<file path="src/rtl/led_pattern_gen.sv">
// Multi-channel LED driver: per-channel OFF/ON/BLINK/BREATHE with 8-bit PWM and a ms timebase.
// Optional LED_PATTERN_SYNC_EN adds sync_n to phase-align the counters of several instances.
module led_pattern_gen #(
    parameter int unsigned CLK_HZ     = 12_000_000,
    parameter int unsigned NUM_CH     = 3,
    parameter int unsigned PERIOD_W   = 16,
    parameter int unsigned PWM_BITS   = 8,
    parameter bit          ACTIVE_LOW = 1'b1
) (
    input  logic                         clk,
    input  logic                         rst_n,
`ifdef LED_PATTERN_SYNC_EN
    input  logic                         sync_n,
`endif
    input  logic                         cfg_load,
    input  logic [2*NUM_CH-1:0]          cfg_mode,
    input  logic [PERIOD_W*NUM_CH-1:0]   cfg_half_ms,
    input  logic [PWM_BITS*NUM_CH-1:0]   cfg_bright,
    output logic [NUM_CH-1:0]            led_out,
    output logic                         tick_ms,
    output logic [NUM_CH-1:0]            blink_phase
);

    localparam int unsigned          PRE_N   = CLK_HZ / 1000;
    localparam int unsigned          PRE_W   = (PRE_N > 1) ? $clog2(PRE_N) : 1;
    localparam logic [PRE_W-1:0]     PRE_TC  = PRE_W'(PRE_N - 1);
    localparam logic [PWM_BITS-1:0]  PWM_MAX = '1;

    typedef enum logic [1:0] {
        MODE_OFF     = 2'b00,
        MODE_ON      = 2'b01,
        MODE_BLINK   = 2'b10,
        MODE_BREATHE = 2'b11
    } mode_e;

    typedef enum logic {
        DIR_UP   = 1'b0,
        DIR_DOWN = 1'b1
    } dir_e;

    logic [PRE_W-1:0]                   pre_q, pre_d;
    logic                               tick_q, tick_d;
    logic [PWM_BITS-1:0]                pwm_q, pwm_d;
    mode_e                              mode_q [NUM_CH];
    mode_e                              mode_d [NUM_CH];
    dir_e                               dir_q  [NUM_CH];
    dir_e                               dir_d  [NUM_CH];
    logic [NUM_CH-1:0][PERIOD_W-1:0]    half_q, half_d, ms_q, ms_d, eff_m1;
    logic [NUM_CH-1:0][PWM_BITS-1:0]    bright_q, bright_d, level_q, level_d, duty;
    logic [NUM_CH-1:0]                  phase_q, phase_d, led_q, led_d, step, lit;
    logic                               sync_clr;

`ifdef LED_PATTERN_SYNC_EN
    assign sync_clr = ~sync_n;
`else
    assign sync_clr = 1'b0;
`endif

    always_comb begin
        pre_d    = (pre_q == PRE_TC) ? '0 : pre_q + 1'b1;
        tick_d   = (pre_q == PRE_TC);
        pwm_d    = pwm_q + 1'b1;
        mode_d   = mode_q;
        dir_d    = dir_q;
        half_d   = half_q;
        bright_d = bright_q;
        ms_d     = ms_q;
        level_d  = level_q;
        phase_d  = phase_q;
        eff_m1   = '0;
        step     = '0;
        duty     = '0;
        lit      = '0;
        led_d    = '0;

        if (sync_clr) begin
            pre_d  = '0;
            tick_d = 1'b0;
            pwm_d  = '0;
        end

        for (int unsigned ch = 0; ch < NUM_CH; ch++) begin
            // A half-period of 0 behaves as 1 ms.
            eff_m1[ch] = (half_q[ch] == '0) ? '0 : half_q[ch] - 1'b1;
            step[ch]   = tick_q && (ms_q[ch] == eff_m1[ch]);

            case (mode_q[ch])
                MODE_BLINK, MODE_BREATHE: begin
                    if (tick_q) begin
                        ms_d[ch] = step[ch] ? '0 : ms_q[ch] + 1'b1;
                    end
                end
                default: ms_d[ch] = '0;
            endcase

            phase_d[ch] = (mode_q[ch] == MODE_BLINK) ? (phase_q[ch] ^ step[ch]) : 1'b0;

            if ((mode_q[ch] == MODE_BREATHE) && step[ch]) begin
                if (dir_q[ch] == DIR_UP) begin
                    if (level_q[ch] == PWM_MAX) dir_d[ch] = DIR_DOWN;
                    else                        level_d[ch] = level_q[ch] + 1'b1;
                end else begin
                    if (level_q[ch] == '0) dir_d[ch] = DIR_UP;
                    else                   level_d[ch] = level_q[ch] - 1'b1;
                end
            end

            if (cfg_load) begin
                mode_d[ch]   = mode_e'(cfg_mode[2*ch +: 2]);
                half_d[ch]   = cfg_half_ms[PERIOD_W*ch +: PERIOD_W];
                bright_d[ch] = cfg_bright[PWM_BITS*ch +: PWM_BITS];
                ms_d[ch]     = '0;
                phase_d[ch]  = 1'b0;
                level_d[ch]  = '0;
                dir_d[ch]    = DIR_UP;
            end

            if (sync_clr) begin
                ms_d[ch]    = '0;
                phase_d[ch] = 1'b0;
                level_d[ch] = '0;
                dir_d[ch]   = DIR_UP;
            end

            case (mode_q[ch])
                MODE_ON:      duty[ch] = bright_q[ch];
                MODE_BLINK:   duty[ch] = phase_q[ch] ? bright_q[ch] : '0;
                MODE_BREATHE: duty[ch] = level_q[ch];
                default:      duty[ch] = '0;
            endcase

            // Full-scale duty is forced lit so there is no one-cycle gap at pwm wrap.
            lit[ch]   = (duty[ch] == PWM_MAX) || (pwm_q < duty[ch]);
            led_d[ch] = lit[ch] ^ ACTIVE_LOW;
        end
    end

    always_ff @(posedge clk or negedge rst_n) begin
        if (!rst_n) begin
            pre_q    <= '0;
            tick_q   <= 1'b0;
            pwm_q    <= '0;
            half_q   <= '0;
            bright_q <= '0;
            ms_q     <= '0;
            level_q  <= '0;
            phase_q  <= '0;
            led_q    <= {NUM_CH{ACTIVE_LOW}};
            for (int unsigned ch = 0; ch < NUM_CH; ch++) begin
                mode_q[ch] <= MODE_OFF;
                dir_q[ch]  <= DIR_UP;
            end
        end else begin
            pre_q    <= pre_d;
            tick_q   <= tick_d;
            pwm_q    <= pwm_d;
            half_q   <= half_d;
            bright_q <= bright_d;
            ms_q     <= ms_d;
            level_q  <= level_d;
            phase_q  <= phase_d;
            led_q    <= led_d;
            mode_q   <= mode_d;
            dir_q    <= dir_d;
        end
    end

    assign led_out     = led_q;
    assign tick_ms     = tick_q;
    assign blink_phase = phase_q;

endmodule

</file>
<file path="config.mk">
export PLATFORM = sky130hd
export DESIGN_NAME = led_pattern_gen
export DESIGN_NICKNAME = d
export VERILOG_FILES = /design/src/rtl/led_pattern_gen.sv
export SDC_FILE = /design/constraint.sdc
export NUM_CORES = 1
export LEC_CHECK = 0
export BUFFER_PORTS_ARGS = -buffer_cell sky130_fd_sc_hd__buf_4
export CORE_MARGIN = 3
export CORE_UTILIZATION = 42
export CTS_CLUSTER_DIAMETER = 120
export DETAILED_ROUTE_END_ITERATION = 6
export PLACE_DENSITY = 0.56
export SLEW_MARGIN = 0
export SYNTH_ARGS = -nofsm -noshare
export SYNTH_HDL_FRONTEND = slang
export SYNTH_SLANG_ARGS = --single-unit
</file>
<file path="constraint.sdc">
create_clock -name clk -period 10.2 [get_ports clk]
set_input_delay 2.04 -clock clk [delete_from_list [all_inputs] [get_ports clk]]
set_output_delay 2.04 -clock clk [all_outputs]
set_load 0.05 [all_outputs]
</file>
==> metrics.md, run 1 <==
| Metric | Value |
|---|---|
| Status | finished clean |
| DP Area | 12,800 um^2 |
| Global Route Usage Sum | 0.1914 |
| Hold Path Class | reg2reg |
| Critical path peak fanout | 13 |
| Max clock buf depth | 2 |
| Startpoint types | flop |
| Final Hold Fails | 0 |
| Total gr overflow | 0 |
| Max Slew Vio Count | 0 |
| CTS-repair resized insts | 0 |
| Antenna viol nets, final | 0 |
| Share of cells above drive strength 1 | 0.1740 |
| Cells after synthesis | ~1,300 |
| Via count | between 9,000 and 10,000 |
| P&R area growth vs syn | 12.14% |
| Cells along the critical path | nor4_1, nand4_1, o21a_1, o21ai_0, a21oi_1, a2111oi_0, nand4_1, nor2_1, mux2_2 |
| Critical path class | reg2reg |
| Final setup vio count | 0 |
| Total Neg Setup Slack | 0 ps |
| DRC viols | 0 |
| Leakage power | just under 6 nW |
| Final period util | 0.4419 |
| Worst path slowest cell | nor4_1 |
| Cts bufs inserted | 17 |
| Clk slew on worst S/H paths | around 80 ps |
| Core Rows | 61 |
| Reg-to-Reg Start | half_q[12] |
| Worst-Skew Late Latency | 440 ps |
| Synth Flop Type | dfrtp_1 |
| Number of antenna diodes | 0 |
| Fin nets | roughly 1,400 |
| Global-route wire length before repair | about 48,000 um |
| FF+latch count, synth | between 150 and 200 |
| Asr flop ratio synth | 1.000 |
| TritonCTS clock tree | yes |
| RSZ-0062 raised after global routing | no |
| Vias in the first global route | 9,328 |
| Max IR drop VDD | 0.0001117 V |
| Syn avg cell area | between 9 and 10 um^2 |
| Hold path startpoint | pre_q[0] |
| Pre-antenna DRT Iters | 4 |
| CP most frequent cell | nand4_1 |
| Die width | between 150 and 200 um |
| Worst EP required | approximately 11,000 ps |
| # port buffers | between 80 and 90 |
| Count of different cell masters after synthesis | between 70 and 80 |
| Max incr delay on CP | slightly above 700 ps |
| Antenna violations before repair | 0 |
| EDFF count, synth | 0 |
| Fmax | between 200 and 250 MHz |
| Sequential-to-total area share from yosys stat | 0.3825 |
| CTS H-Tree Depth | 4 |
| Clock Sinks | approximately 180 |
| Via density | 5.610 |
| Core area | about 28,000 um^2 |
| IO Count | just under 90 |
| CP startpoint | half_q[12] |
| Final Critical Period | roughly 4500 ps |
| Drt wl/cell | 16.78 um |
| Hpwl dp | 20,560 um |
| Post-route cell area | ~13,000 um^2 |
| Die span in y | between 150 and 200 um |
| Post-CTS Setup Bufs | 0 |
| DRT iter0 DRCs | 560 |
| Largest net degree at the start of global routing | 63 |
| Synth warn | 0 |
| Die ar. | a little over 30,000 um^2 |
| Top delay family on crit path | simple AND/OR/NAND/NOR gates |
| Syn_nets | 1,387 |
| Commonest non-fill, non-tap cells in the layout | dfrtp_1 (179), nor2_1 (100), buf_4 (93), nand2_1 (91), mux2_2 (70) |
| Commonest non-fill, non-tap cell in the layout | dfrtp_1 |
| DRT Wirelength | between 20,000 and 30,000 um |
| Fillcell total | between 2,000 and 3,000 |
| Crit. End Element | flop |
| Pwr Density | ~130 nW/um^2 |
| Initial Utilization | 0.4277 |
| Post-Syn Area | 11,920 um^2 |
| Clk root buf | clkbuf_16 |
| WP buf/inv | 0 |
| Quantity of hold-fixing buffers added after cts | 0 |
| Gpl congestion | 0.8203 |
| Crit path DAT | ~4800 ps |
| Max cap viols | 0 |
| Worst Tran Pin Value | 1108 ps |
| Slew margin rel. | 0.2585 |
| Setup Skew | ~14 ps |
## synth_stat cells (all sizes together), types with 4 or more instances
master,instances,share of area
xnor2,60,0.044
a21o,19,0.012
a22o,22,0.016
or2,10,0.0053
o21bai,4,0.0025
nor3,30,0.013
a211oi,7,0.0044
o21a,8,0.0050
or3,17,0.0089
o311ai,9,0.0079
nand4,34,0.019
nand3,47,0.020
and2,8,0.0042
dfrtp,179,0.38
mux2i,25,0.021
and4,4,0.0029
ha,47,0.049
a21oi,43,0.018
clkbuf,61,0.019
o31ai,12,0.0076
o21ai,50,0.021
or4,17,0.011
or4b,4,0.0034
inv,24,0.0076
a31oi,11,0.0058
buf,11,0.0062
a22oi,22,0.014
nor4b,6,0.0044
o2111ai,5,0.0037
nor2,101,0.032
nor3b,9,0.0057
xor2,51,0.037
o41ai,4,0.0029
and3,25,0.013
nand2b,20,0.011
mux2,70,0.066
nand2,91,0.029
nor4,23,0.015
nor2b,15,0.0079
## cell families after synthesis
family	share of synthesized area
flops	0.3825
fa+ha+maj	0.05439
xor+xnor	0.08537
mux	0.08716
buf+inv	0.03297
compound gates	0.1446
simple gates	0.2130
## final cells by class
class | count | area, um^2 | area share
Multi-Input combinational cell | 978 | 6964 | 0.5212
Sequential cell | 182 | 4558 | 0.3411
Timing Repair Buffer | 94 | 711.9 | 0.05328
Tap cell | 378 | 473.0 | 0.03540
Clock buffer | 17 | 425.4 | 0.03184
Clock inverter | 15 | 138.9 | 0.01039
Inverter | 24 | 90.09 | 0.006742
## worst paths after layout
path | slack, ps | endpoint | cells past startpoint
max | 5690 | level_q[6] | 9
max reg2reg | 5690 | level_q[6] | 9
min in group asynchronous | 1570 | ms_q[38] | 1
min reg2reg | 480 | pre_q[0] | 1
min | 480 | pre_q[0] | 1
max in group asynchronous | 7400 | bright_q[5] | 2
## registers in the layout (all words and copies together), names as in the netlist, 6 cells and up
name      flops
ms_q         48
pwm_q         8
mode_q        6
pre_q        14
bright_q     24
level_q      24
half_q       48
## per-stage QoR
| stage | worst slack [ps] | utilization | instances | hold WS [ps] | power (mW) |
|---|---|---|---|---|---|
| finish | 5692 | 0.4796 | 1688 | 477.9 | 1.672 |
| global route | 5261 | 0.4796 | 1688 | 504.8 | 1.757 |
| CTS | 5669 | 0.4796 | 1688 | 485.6 | 1.699 |
| detailed placement | 5717 | 0.4594 | 1656 | 474.7 | 1.043 |
| global placement | 5868 | 0.4594 | 1656 | 476.0 | 1.039 |
| floorplan | 6657 | - | 1256 | 447.9 | 0.9592 |
## per-layer routing
metal / vias to the layer above / GRT usage / part of all wire
li1: 4698 / - / -
met1: 4604 / 0.2804 / 0.51
met2: 148 / 0.2982 / 0.45
met3: 19 / 0.03036 / 0.034
met4: 0 / 0.04424 / 0.010
met5: - / 0 / 0
## power by group
group / internal (mW) / switching (mW)
combinational: 0.105 / 0.114
sequential: 0.755 / 0.0532
clock: 0.323 / 0.321
total: 1.18 / 0.488
No activity file was read; power rests on OpenSTA's default activity.
==> run 2, diff against run 1 <==
--- a/config.mk
+++ b/config.mk
@@ -5,6 +5,7 @@
 export SDC_FILE = /design/constraint.sdc
 export NUM_CORES = 1
 export LEC_CHECK = 0
+export ABC_AREA = 1
 export BUFFER_PORTS_ARGS = -buffer_cell sky130_fd_sc_hd__buf_4
 export CORE_MARGIN = 3
 export CORE_UTILIZATION = 42
==> constraint.sdc (replaced) <==
create_clock -name clk -period 4.4 [get_ports clk]
set_input_delay 0.88 -clock clk [delete_from_list [all_inputs] [get_ports clk]]
set_output_delay 0.88 -clock clk [all_outputs]
set_load 0.05 [all_outputs]
==> run 2 against run 1 <==
Highest routed layer unchanged. Critical path type unchanged. First-iteration DRC count is 3.6% higher. Global-route usage up 0.90 points. Count of clock-buffer cells in the layout grew 1. Synthesized cell count rose by 37%. Clock power grew to 2.5 times the previous value.
==> metrics.md, run 2 <==
| Metric | Value |
|---|---|
| Most frequent cells after synthesis | nand2_1 (518), inv_1 (206), dfrtp_1 (179) (was dfrtp_1 (179), nor2_1 (100), nand2_1 (91)) |
| Largest net degree at the start of global routing | 107 (was 63) |
| Fillcell total | 2,854 (was 2,690) |
| Antenna viol nets, final | 0 (unchanged) |
| Via density | 4.993 (was 5.610) |
| Dpl cells | 2,147 (was 1,656) |
| Syn avg cell area | 7.138 um^2 (was 9.487 um^2) |
| Global-route wire length before repair | 51,160 um (was 48,180 um) |
| Pre-antenna DRT Iters | 5 (was 4) |
| Max cap viols | 0 (unchanged) |
| Fmax | 341.4 MHz (was 221.8 MHz) |
| Crit path DAT | 3240 ps (was 4830 ps) |
| Sequential-to-total area share from yosys stat | 0.3722 (was 0.3825) |
| DRT Wirelength | 30,320 um (was 28,330 um) |
| DRT iter0 DRCs | 580 (was 560) |
| Non-Filler Instances | 2,179 (was 1,688) |
| Post-Syn Area | 12,250 um^2 (was 11,920 um^2) |
| CTS-repair resized insts | 0 (unchanged) |
| Fin nets | 1,919 (was 1,428) |
| Top post-synthesis cells by area | dfrtp_1 (37%), nand2_1 (16%), inv_1 (6.3%) (was dfrtp_1 (38%), mux2_2 (6.6%), ha_1 (4.9%)) |
| P&R area growth vs syn | 12.82% (was 12.14%) |
| Quantity of hold-fixing buffers added after cts | 0 (unchanged) |
| Clock Sinks | 182 (unchanged) |
| Die span in y | 176.8 um (was 174.4 um) |
| Max Slew Vio Count | 0 (unchanged) |
| Reg area | 4558 um^2 (unchanged) |
| Drt wl/cell | 13.91 um (was 16.78 um) |
| Die ar. | 31,250 um^2 (was 30,430 um^2) |
| Count of different cell masters after synthesis | 45 (was 74) |
| Final Hold Fails | 0 (unchanged) |
| Critical path peak fanout | 30 (was 13) |
| CP startpoint | half_q[0] (was half_q[12]) |
| Most frequent cell after synthesis | nand2_1 (was dfrtp_1) |
| Max IR drop VDD | 0.0002810 V (was 0.0001117 V) |
| Status | finished clean (unchanged) |
| Critical path class | reg2reg (unchanged) |
| Total Neg Setup Slack | 0 ps (unchanged) |
| Worst EP required | 4710 ps (was 10,520 ps) |
| Hpwl dp | 22,840 um (was 20,560 um) |
| R2r endpoint | ms_q[5] (was level_q[6]) |
| Final setup vio count | 0 (unchanged) |
| Cells after synthesis | 1,716 (was 1,256) |
| Largest registers | half_q: 48 flops, ms_q: 48 flops (unchanged) |
| Worst Tran Pin Value | 1074 ps (was 1108 ps) |
| Post-CTS Setup Bufs | 0 (unchanged) |
| Startpoint types | flop (unchanged) |
| RSZ-0062 raised after global routing | no (unchanged) |
| Multi-input gate area | 6674 um^2 (was 6964 um^2) |
| Synth warn | 0 (unchanged) |
| EDFF count, synth | 0 (unchanged) |
| Leakage power | 6.651 nW (was 5.787 nW) |
| Syn_nets | 1,847 (was 1,387) |
| IO Count | 88 (unchanged) |
| Pwr Density | 295.3 nW/um^2 (was 125.1 nW/um^2) |
| Vias in the first global route | 10,240 (was 9,328) |
| Reg2Reg Depth | 14 (was 9) |
| Clk slew on worst S/H paths | 80 ps (about the same) |
| # port buffers | 87 (unchanged) |
| Reg-to-Reg Start | half_q[0] (was half_q[12]) |
| Worst-Skew Late Latency | 440 ps (about the same) |
| Gpl congestion | 0.8846 (was 0.8203) |
| Hold Path Class | reg2reg (unchanged) |
| Commonest non-fill, non-tap cells in the layout | nand2_1 (518), inv_1 (206), dfrtp_1 (179), nor2_1 (161), nand3_1 (143) (was dfrtp_1 (179), nor2_1 (100), buf_4 (93), nand2_1 (91), mux2_2 (70)) |
| Number of antenna diodes | 0 (unchanged) |
| Synth Flop Type | dfrtp_1 (unchanged) |
| Top-area cell type share of the netlist area | 0.3657 (was 0.3759) |
| Final period util | 0.6657 (was 0.4419) |
| Core Rows | 61 (unchanged) |
| Via count | 10,880 (was 9,469) |
| CP endpoint | ms_q[5] (was level_q[6]) |
| DRC viols | 0 (unchanged) |
| Die width | 176.8 um (was 174.4 um) |
| Reg2reg setup slack | 1470 ps (was 5690 ps) |
| TritonCTS clock tree | yes (unchanged) |
| Initial Utilization | 0.4337 (was 0.4277) |
| CTS H-Tree Depth | 4 (unchanged) |
| Max clock buf depth | 2 (unchanged) |
| Core area | 28,240 um^2 (was 27,860 um^2) |
| Global Route Usage Sum | 0.2004 (was 0.1914) |
| Commonest non-fill, non-tap cell in the layout | nand2_1 (was dfrtp_1) |
| Antenna violations before repair | 0 (unchanged) |
| Clk root buf | clkbuf_16 (unchanged) |
| Setup Skew | 12.61 ps (was 14.12 ps) |
| Share of cells above drive strength 1 | 0.1160 (was 0.1740) |
| Crit. End Element | flop (unchanged) |
| FF+latch count, synth | 182 (unchanged) |
| Leading area contributor after synthesis | dfrtp_1 (unchanged) |
| Slew margin rel. | 0.2812 (was 0.2585) |
| Cts bufs inserted | 17 (unchanged) |
| Asr flop ratio synth | 1.000 (unchanged) |
| Final Critical Period | 2929 ps (was 4508 ps) |
| Total gr overflow | 0 (unchanged) |
## run 2: cell count changes after synthesis, sizes merged, moves of 25 or more
| cell | previous run | this run |
|---|---|---|
| mux2 | 70 | 0 |
| clkbuf | 61 | 23 |
| and3 | 25 | 0 |
| nand3 | 47 | 144 |
| xnor2 | 60 | 13 |
| nor2 | 101 | 186 |
| nand2 | 91 | 540 |
| inv | 24 | 210 |
| o21ai | 50 | 122 |
| o22ai | 1 | 29 |
| mux2i | 25 | 0 |
## run 2: how the worst min path moves through the flow
stage | from | end | slack, ps | cells after the start
after floorplan | pre_q[0] | pre_q[0] | 430 | 1
after global placement | pre_q[0] | pre_q[0] | 460 | 1
after detailed placement | pre_q[0] | pre_q[0] | 460 | 1
after CTS | pre_q[0] | pre_q[0] | 470 | 1
after global routing | pre_q[0] | pre_q[0] | 490 | 1
final | pre_q[0] | pre_q[0] | 460 | 1
## run 2: cell families after synthesis
group | synth area share
and+or+nand+nor | 0.3518
xor gates and xnor gates | 0.04270
DFF | 0.3722
adders and majority gates | 0.05292
AOI/OAI and AO/OA | 0.09746
buffers and inverters | 0.08295
## run 2: layout make-up
cell class / count / share of cell area
inverters: 213 / 0.05786
clock inverters: 14 / 0.01195
repair buffers: 92 / 0.05134
well taps: 378 / 0.03423
multi-input cells: 1282 / 0.4830
clock buffers: 18 / 0.03178
flip-flops and latches: 182 / 0.3299
## run 2: routing by layer
metal / global-route usage / up-vias / part of all wire
li1: - / 5704 / -
met3: 0.02767 / 18 / 0.040
met4: 0.04223 / 0 / 0.0099
met5: 0 / - / 0
met1: 0.3048 / 4942 / 0.52
met2: 0.3044 / 215 / 0.42
## run 2: power by group
group          total (mW)  switching, mW  internal, mW
Combinational       0.637          0.410         0.227
Clock                1.61          0.738         0.873
Sequential           1.83         0.0785          1.75
Total                4.08           1.23          2.85
## run 2: worst max-delay path, cell delays in order, from the launching register on
cell,delay [ps]
dfrtp_1,330
clkinv_1,220
ha_1,350
nand2_2,140
nor2_1,70
nand2_2,400
nand2_2,110
o21ai_1,170
inv_1,50
nor2_1,90
nand3_1,110
nor2_2,190
nand2_2,110
nand2_2,310
o21ai_0,130
## run 2: stage by stage
stage | hold WS, ps | area [um^2] | total power [mW] | utilization | setup WS (ps)
6_report | 463.7 | 13820 | 4.081 | 0.4893 | 1471
5_1_grt | 488.0 | 13820 | 4.301 | 0.4893 | 1192
4_1_cts | 470.6 | 13820 | 4.146 | 0.4893 | 1484
3_5_place_dp | 460.4 | 13210 | 2.506 | 0.4679 | 1465
3_3_place_gp | 455.3 | 13210 | 2.497 | 0.4679 | 1522
2_1_floorplan | 432.9 | 12250 | 2.276 | - | 2194
==> run 3, diff against run 2 <==
--- a/config.mk
+++ b/config.mk
@@ -11,7 +11,7 @@
 export CORE_UTILIZATION = 42
 export CTS_CLUSTER_DIAMETER = 120
 export DETAILED_ROUTE_END_ITERATION = 6
-export PLACE_DENSITY = 0.56
+export PLACE_DENSITY = 0.58
 export SLEW_MARGIN = 0
 export SYNTH_ARGS = -nofsm -noshare
 export SYNTH_HDL_FRONTEND = slang
==> constraint.sdc (replaced) <==
create_clock -name clk -period 2.6 [get_ports clk]
set_input_delay 0.52 -clock clk [delete_from_list [all_inputs] [get_ports clk]]
set_output_delay 0.52 -clock clk [all_outputs]
set_load 0.05 [all_outputs]
==> run 3 against run 2 <==
Utilization increased by 1.0 points. Combinational power increased by 76%. Maximum frequency increased by 24%. Largest power group unchanged.
==> metrics.md, run 3 (synthesis results as in run 2) <==
| Metric | Value |
|---|---|
| Clock power frac | 0.383 (was 0.395) |
| Combinational Power Share | 0.164 (was 0.156) |
| Worst hold path depth | 3 (was 1) |
| # port buffers | 87 (unchanged) |
| DRC viols | 0 (unchanged) |
| Pre-antenna DRT Iters | 5 (unchanged) |
| Max IR drop VDD | 0.0004302 V (was 0.0002810 V) |
| Pwr Density | 485.3 nW/um^2 (was 295.3 nW/um^2) |
| Critical path class | reg2reg (unchanged) |
| Slew margin rel. | 0.5576 (was 0.2812) |
| Crit path DAT | 2740 ps (was 3240 ps) |
| Gpl congestion | 0.8897 (was 0.8846) |
| Commonest non-fill, non-tap cell in the layout | nand2_1 (unchanged) |
| Global-route wire length before repair | 51,560 um (was 51,160 um) |
| Cts bufs inserted | 17 (unchanged) |
| Die width | 176.8 um (unchanged) |
| Core area | 28,240 um^2 (unchanged) |
| Reg area | 4558 um^2 (unchanged) |
| Die ar. | 31,250 um^2 (unchanged) |
| Max incr delay on CP | 390 ps (was 400 ps) |
| Net Sw Power | 2.107 mW (was 1.227 mW) |
| Via count | 11,120 (was 10,880) |
| Largest net degree at the start of global routing | 164 (was 107) |
| DRT Wirelength | 30,950 um (was 30,320 um) |
| Max Slew Vio Count | 0 (unchanged) |
| Hold Path Sink | half_q[10] (was pre_q[0]) |
| Status | finished clean (unchanged) |
| Critical path peak fanout | 23 (was 30) |
| Max clock buf depth | 2 (unchanged) |
| CP most frequent cell | nand2_1 (was nand2_2) |
| Drt wl/cell | 14.05 um (was 13.91 um) |
| IO Count | 88 (unchanged) |
| Worst EP required | 2970 ps (was 4710 ps) |
| R2r endpoint | level_q[1] (was ms_q[5]) |
| Reg-to-Reg Start | half_q[1] (was half_q[0]) |
| Antenna violations before repair | 0 (unchanged) |
| Die span in y | 176.8 um (unchanged) |
| Hold Path Class | in2reg (was reg2reg) |
| Multi-input gate area | 6769 um^2 (was 6674 um^2) |
| Worst Tran Pin Value | 663.6 ps (was 1074 ps) |
| Pwr Total | 6.847 mW (was 4.081 mW) |
| Via density | 5.049 (was 4.993) |
| Clock Sinks | 182 (unchanged) |
| DRT iter0 DRCs | 820 (was 580) |
| Core Rows | 61 (unchanged) |
| Final Critical Period | 2370 ps (was 2929 ps) |
| Antenna viol nets, final | 0 (unchanged) |
| Hpwl dp | 22,910 um (was 22,840 um) |
| Vias in the first global route | 10,180 (was 10,240) |
| Crit. End Element | flop (unchanged) |
| Total Neg Setup Slack | 0 ps (unchanged) |
| Startpoint types | flop (unchanged) |
| P&R area growth vs syn | 15.19% (was 12.82%) |
| Sw Ratio | 0.3077 (was 0.3006) |
| CTS H-Tree Depth | 4 (unchanged) |
| Number of antenna diodes | 0 (unchanged) |
| Final Hold Fails | 0 (unchanged) |
| Global Route Usage Sum | 0.2017 (was 0.2004) |
| Setup Skew | 16.02 ps (was 12.61 ps) |
| Seq pwr share | 0.453 (was 0.449) |
| Clk slew on worst S/H paths | 70 ps (was 80 ps) |
| Cells along the critical path | inv_1, ha_2, nand2_2, nor2_1, nand2_2, buf_12, nand2_2, nor2_1, nand2_1, nand2_1, nor2_1, nand2_1, nor2_4, nand4_4, nand2_4, nand2_1, nand2_1 (was clkinv_1, ha_1, nand2_2, nor2_1, nand2_2, nand2_2, o21ai_1, inv_1, nor2_1, nand3_1, nor2_2, nand2_2, nand2_2, o21ai_0) |
| Worst-Skew Late Latency | 450 ps (was 440 ps) |
| Cell Int Power | 4.740 mW (was 2.854 mW) |
| Final period util | 0.9117 (was 0.6657) |
| Commonest non-fill, non-tap cells in the layout | nand2_1 (518), inv_1 (206), dfrtp_1 (179), nor2_1 (159), nand3_1 (143) (was nand2_1 (518), inv_1 (206), dfrtp_1 (179), nor2_1 (161), nand3_1 (143)) |
| Fmax | 421.9 MHz (was 341.4 MHz) |
| Worst hold margin | 276.1 ps (was 463.7 ps) |
| Reg2Reg Depth | 17 (was 14) |
| Initial Utilization | 0.4337 (unchanged) |
| Fin nets | 1,943 (was 1,919) |
| Reg2reg setup slack | 230 ps (was 1470 ps) |
| Leakage power | 6.791 nW (was 6.651 nW) |
| Clk root buf | clkbuf_16 (unchanged) |
| Max cap viols | 0 (unchanged) |
| TritonCTS clock tree | yes (unchanged) |
| Hold path startpoint | cfg_half_ms[10] (was pre_q[0]) |
| Worst path slowest cell | dfrtp_1 (was nand2_2) |
| Total gr overflow | 0 (unchanged) |
| Largest registers | half_q: 48 flops, ms_q: 48 flops (unchanged) |
| Final setup vio count | 0 (unchanged) |
| Fillcell total | 2,834 (was 2,854) |
| Share of cells above drive strength 1 | 0.1293 (was 0.1160) |
[run 3: worst max-delay path, delay by kind of cell, from the launching register on]
kind | cells | cell delay (ps)
buffers and inverters | 2 | 260
and+or+nand+nor | 14 | 1420
adders and majority gates | 1 | 230
DFF | 1 | 390
[run 3: worst max-delay path by stage]
stage | startpoint | end | slack (ps) | depth (start not counted)
6_report | half_q[1] | level_q[1] | 230 | 17
5_1_grt | half_q[1] | ms_q[5] | -20 | 14
4_1_cts | half_q[17] | ms_q[31] | 30 | 14
3_5_place_dp | half_q[1] | ms_q[6] | 50 | 16
3_3_place_gp | half_q[17] | ms_q[29] | 100 | 14
2_1_floorplan | half_q[0] | ms_q[11] | 390 | 16
[run 3: timing repair]
action,in CTS,in global routing
resized for setup,0,14
hold buffers,1,0
endpoints found under the setup margin,0,69
endpoints found under the hold margin,26,0
buffers inserted,0,5
[run 3: area by class of cell]
cell class / count / share of cell area
Inverter: 213 / 0.05667
Clock inverter: 15 / 0.01109
Timing Repair Buffer: 114 / 0.06571
Sequential cell: 182 / 0.3231
Tap cell: 378 / 0.03352
Multi-Input combinational cell: 1284 / 0.4798
Clock buffer: 17 / 0.03015
[run 3: metal layers]
layer	track usage	routed length, um
met2	0.2971	12940
met4	0.03633	198
met3	0.03110	1386
met5	0	0
met1	0.3148	16420
[run 3: power groups by stage]
stage	registers (mW)	clock network, mW	logic [mW]
after detailed placement	3.15	0	1.11
after floorplan	3.15	0	0.705
final	3.10	2.62	1.12
after global routing	3.12	2.81	1.29
after global placement	3.15	0	1.10
after CTS	3.10	2.72	1.12
[run 3: stage by stage]
stage	area [um^2]	worst slack, ps	std cells	util
6_report	14110	229.5	2203	0.4996
5_1_grt	14110	-22.67	2203	0.4996
4_1_cts	13980	30.78	2196	0.4949
3_5_place_dp	13380	52.97	2163	0.4739
3_3_place_gp	13380	98.92	2163	0.4739
2_1_floorplan	12250	394.4	1716	-
